<file path="src/rtl/avalon_bus_master.sv">
// Avalon-MM master front end: round-robin arbitration between fetch and load/store clients.
// Optional waitrequest timeout abort is enabled by defining BUS_TIMEOUT_EN.
module avalon_bus_master #(
    parameter bit ADDR_WORD      = 1'b1,
    parameter int TIMEOUT_CYCLES = 255
) (
    input  logic        clk,
    input  logic        reset_n,
    input  logic        fetch_req,
    input  logic [31:0] fetch_addr,
    output logic        fetch_done,
    output logic [31:0] fetch_rdata,
    input  logic        data_req,
    input  logic        data_we,
    input  logic [31:0] data_addr,
    input  logic [3:0]  data_be,
    input  logic [31:0] data_wdata,
    output logic        data_done,
    output logic [31:0] data_rdata,
    output logic        bus_err,
    output logic [31:0] avm_address,
    output logic [3:0]  avm_byteenable,
    output logic        avm_read,
    output logic        avm_write,
    output logic [31:0] avm_writedata,
    input  logic        avm_waitrequest,
    input  logic [31:0] avm_readdata
);

    // state | meaning
    // IDLE  | bus quiet, arbitrate pending requests
    // XFER  | read/write on the bus, waiting for waitrequest low
    // DONE  | one-cycle done strobe to the granted client
    typedef enum logic [1:0] {IDLE, XFER, DONE} state_t;

    state_t      state_q, state_d;
    logic        last_data_q;
    logic        grant_data_q;
    logic        we_q;
    logic [31:0] addr_q;
    logic [31:0] wdata_q;
    logic [3:0]  be_q;
    logic [31:0] fetch_rdata_q;
    logic [31:0] data_rdata_q;
    logic        any_req;
    logic        pick_data;
    logic        timeout_hit;

    if (TIMEOUT_CYCLES < 1) begin : g_bad_timeout
        $error("TIMEOUT_CYCLES must be at least 1");
    end

    assign any_req   = fetch_req | data_req;
    // data wins only if fetch is idle or fetch had the previous grant
    assign pick_data = data_req & (~fetch_req | ~last_data_q);

`ifdef BUS_TIMEOUT_EN
    localparam int CW = $clog2(TIMEOUT_CYCLES + 1);

    logic [CW-1:0] wait_cnt_q;
    logic          err_q;

    assign timeout_hit = (state_q == XFER) && avm_waitrequest &&
                         (wait_cnt_q == CW'(TIMEOUT_CYCLES - 1));

    always_ff @(posedge clk or negedge reset_n) begin
        if (!reset_n) begin
            wait_cnt_q <= '0;
            err_q      <= 1'b0;
        end else if (state_q == IDLE) begin
            wait_cnt_q <= '0;
            err_q      <= 1'b0;
        end else if (state_q == XFER && avm_waitrequest) begin
            wait_cnt_q <= wait_cnt_q + 1'b1;
            if (timeout_hit) err_q <= 1'b1;
        end
    end
`else
    assign timeout_hit = 1'b0;
`endif

    always_ff @(posedge clk or negedge reset_n) begin
        if (!reset_n) state_q <= IDLE;
        else          state_q <= state_d;
    end

    always_comb begin
        state_d = state_q;
        case (state_q)
            IDLE:    if (any_req) state_d = XFER;
            XFER:    if (!avm_waitrequest || timeout_hit) state_d = DONE;
            DONE:    state_d = IDLE;
            default: state_d = IDLE;
        endcase
    end

    always_comb begin
        avm_read   = (state_q == XFER) && !we_q;
        avm_write  = (state_q == XFER) &&  we_q;
        fetch_done = (state_q == DONE) && !grant_data_q;
        data_done  = (state_q == DONE) &&  grant_data_q;
`ifdef BUS_TIMEOUT_EN
        bus_err    = (state_q == DONE) && err_q;
`else
        bus_err    = 1'b0;
`endif
    end

    always_ff @(posedge clk or negedge reset_n) begin
        if (!reset_n) begin
            last_data_q   <= 1'b1;
            grant_data_q  <= 1'b0;
            we_q          <= 1'b0;
            addr_q        <= '0;
            wdata_q       <= '0;
            be_q          <= '0;
            fetch_rdata_q <= '0;
            data_rdata_q  <= '0;
        end else begin
            if (state_q == IDLE && any_req) begin
                grant_data_q <= pick_data;
                last_data_q  <= pick_data;
                if (pick_data) begin
                    addr_q  <= data_addr & ~32'h3;
                    be_q    <= data_be;
                    wdata_q <= data_wdata;
                    we_q    <= data_we;
                end else begin
                    addr_q  <= fetch_addr & ~32'h3;
                    be_q    <= 4'b1111;
                    wdata_q <= '0;
                    we_q    <= 1'b0;
                end
            end
            if (state_q == XFER && !we_q) begin
                if (!avm_waitrequest) begin
                    if (grant_data_q) data_rdata_q  <= avm_readdata;
                    else              fetch_rdata_q <= avm_readdata;
                end else if (timeout_hit) begin
                    if (grant_data_q) data_rdata_q  <= 32'hDEAD_BEEF;
                    else              fetch_rdata_q <= 32'hDEAD_BEEF;
                end
            end
        end
    end

    assign avm_address    = ADDR_WORD ? (addr_q >> 2) : addr_q;
    assign avm_byteenable = be_q;
    assign avm_writedata  = wdata_q;
    assign fetch_rdata    = fetch_rdata_q;
    assign data_rdata     = data_rdata_q;

endmodule

</file>
<file path="config.mk">
export PLATFORM = sky130hd
export DESIGN_NAME = avalon_bus_master
export DESIGN_NICKNAME = d
export VERILOG_FILES = /design/src/rtl/avalon_bus_master.sv
export SDC_FILE = /design/constraint.sdc
export NUM_CORES = 1
export LEC_CHECK = 0
export ABC_AREA = 0
export BUFFER_PORTS_ARGS = -buffer_cell sky130_fd_sc_hd__buf_4
export CORE_MARGIN = 8
export CORE_UTILIZATION = 30
export DETAILED_ROUTE_END_ITERATION = 6
export PLACE_DENSITY = 0.67
export SETUP_SLACK_MARGIN = 0.15
export SYNTH_ARGS = -nofsm -noshare
export SYNTH_HDL_FRONTEND = slang
export SYNTH_SLANG_ARGS = --single-unit
</file>
<file path="constraint.sdc">
create_clock -name clk -period 1.6 [get_ports clk]
set_input_delay 0.08 -clock clk [delete_from_list [all_inputs] [get_ports clk]]
set_output_delay 0.08 -clock clk [all_outputs]
set_load 0.1 [all_outputs]
</file>
==> out/metrics.yaml <==
setup_violations: 16
fillers: 1388
wl_um: 19100
period_minus_slack_ns: 1.63
drtIter0Drc: 147
critPathKind: "register to register"
crit_fanout: 16
syn_to_final_growth_pct: 88.4
start_util_pct: 30.4
portBuffers: 267
n_antenna_cell: 0
stdcell_area_mm2: 0.0102
synth_warnings: 0
via_count: 4455
grt_use_met2_pct: 28.9
cts.sinks: 135
netlist.area_leader.share_pct: 61.9
track_usage_pct: 17.0
status: "finished, violations left"
yosysSeqAreaShare_pct: 62.3
startpoint_type: "register"
timing.final.crit_share_pct: 102
route.detailed.drc: 0
ant_nets: 0
cp-startpoint: "last_data_q"
h-tree-depth: 4
place_area_mm2: 0.00806
tns_ns: -0.279
hold_violations: 0
globalplace.congestion: 0.761
final_common_cell: "buf_4"
post_drt_wl_per_cell_um: 19.7
drive_above_1_share_pct: 66.5
final_cells: 972
finalWorstSetupSlack_ns: -0.0255
reg2reg_from: "last_data_q"
dp_hpwl_um: 12300
cts_made_buffers: 17
busiest_layer: "met2"
critPathRequiredTime_ns: 1.89
fmax_ghz: 0.615
grt_pass1_wl_um: 29800
whs_ns: 0.0207
synthDistinctLibCells: 26
worst_hold_path_type: "primary input to register"
avgViaCountPerCell: 4.58
violations: "negative setup slack"
synth-seq-cells: 135
clk_pin_slew_ns: 0.07
cts_tree: "built"
dieArea_mm2: 0.0226
dr.pass1.iters: 4
grt_pass1_vias: 5279
cts-root-buf: "clkbuf_16"
layout_common_cells: "buf_4, dfrtp_1, mux2_4"
syn_inst: 340
rows: 49
endpoint_kind: "register"
clock_skew_ns: 0.00657
antenna_found_initial: 0
syn-cell-area_mm2: 0.00542
cap_viol_max_count: 0
hp-start: "fetch_addr[22]"
worstPathArrival_ns: 1.92
rrSetupSlack_ns: -0.03
yosysTopAreaCell: "dfrtp_1"
grt_max_degree: 45
ioPinCount: 275
die_w_um: 150
core_area_mm2: 0.0178
nets: 869
use_met1_pct: 19.6
clock_path_buffers: 2
synth_area_per_cell_um2: 15.9
insertion_delay_ns: 0.41
die_y_um: 150
synth_area_leaders: "dfrtp_1, mux2_2, a22o_1"
dp.cells: 836
grt-ovfl-total: 0
drv_slew: 0
use_met3_pct: 6.19
grt_setup_unrepaired: "true"
synthesized netlist by cell type, drive strengths merged:
master / count
dfrtp: 134
a21o: 2
and3b: 1
a22o: 33
nor3: 1
nand2b: 1
dfstp: 1
o21ai: 1
a21bo: 1
and2: 1
nand3: 1
nand2: 2
and2b: 1
conb: 1
or3: 1
o21a: 1
nor2: 4
o22a: 4
mux2: 124
nor3b: 1
nor4: 1
buf: 22
clkbuf: 1
state kept, by name, indices dropped and copies added (netlist names):
name / count
grant_data_q: 1
last_data_q: 1
addr_q: 30
fetch_rdata: 32
state_q: 2
avm_byteenable: 4
avm_writedata: 32
we_q: 1
data_rdata: 32
critical path, stage by stage, from the launching register on:
cell and delay (ns):
dfstp_2 0.54, a21bo_4 0.18, buf_12 0.19, mux2_4 0.32
mux2_4 0.26
repair_timing:
item / 4_1_cts / 5_1_grt
gates resized for setup: 97 / 14
endpoints found under the setup margin: 137 / 137
hold buffers: 71 / 1
hold endpoints to repair: 237 / 1
pin swaps: 8 / 3
buffers inserted: 20 / 4
gates cloned: 9 / 0
cell type report:
type	instances	area, um^2	share of cell area (%)
flip-flops and latches	135	3380	33.1
repair buffers	392	3560	34.8
clock inverters	14	140	1.37
well taps	229	287	2.80
clock buffers	17	425	4.16
multi-input cells	185	2420	23.7
kinds of logic after synthesis:
group                  share of synthesized area (%)
flip-flops                                      62.3
multiplexers                                    25.8
AO/OA/AOI/OAI                                   6.67
buffers and inverters                           3.18
AND/OR/NAND/NOR                                 1.99
other                                         0.0692
metrics by stage:
| step | util, % | setup slack (ns) |
|---|---|---|
| after floorplan | - | 0.00695 |
| after CTS | 56.8 | -0.0309 |
| final | 57.3 | -0.0255 |
| after global routing | 57.3 | -0.0633 |
| after detailed placement | 45.2 | -0.217 |
| after global placement | 45.2 | -0.183 |
path summary, 6_finish.rpt:
kind | to | cells past startpoint
min in group asynchronous | fetch_rdata[4] | 2
min reg2reg | addr_q[11] | 1
max in group asynchronous | last_data_q | 3
min | addr_q[22] | 3
max | addr_q[6] | 4
max reg2reg | addr_q[6] | 4
per-layer routing:
layer	vias to the layer above	part of all wire, %
met1	2245	39
met3	23	7.4
met2	166	52
met4	0	1.8
met5	-	0
li1	2021	-
Power is not shown: default switching activity piles up to over one toggle a cycle in this logic, so the estimate is an artifact.
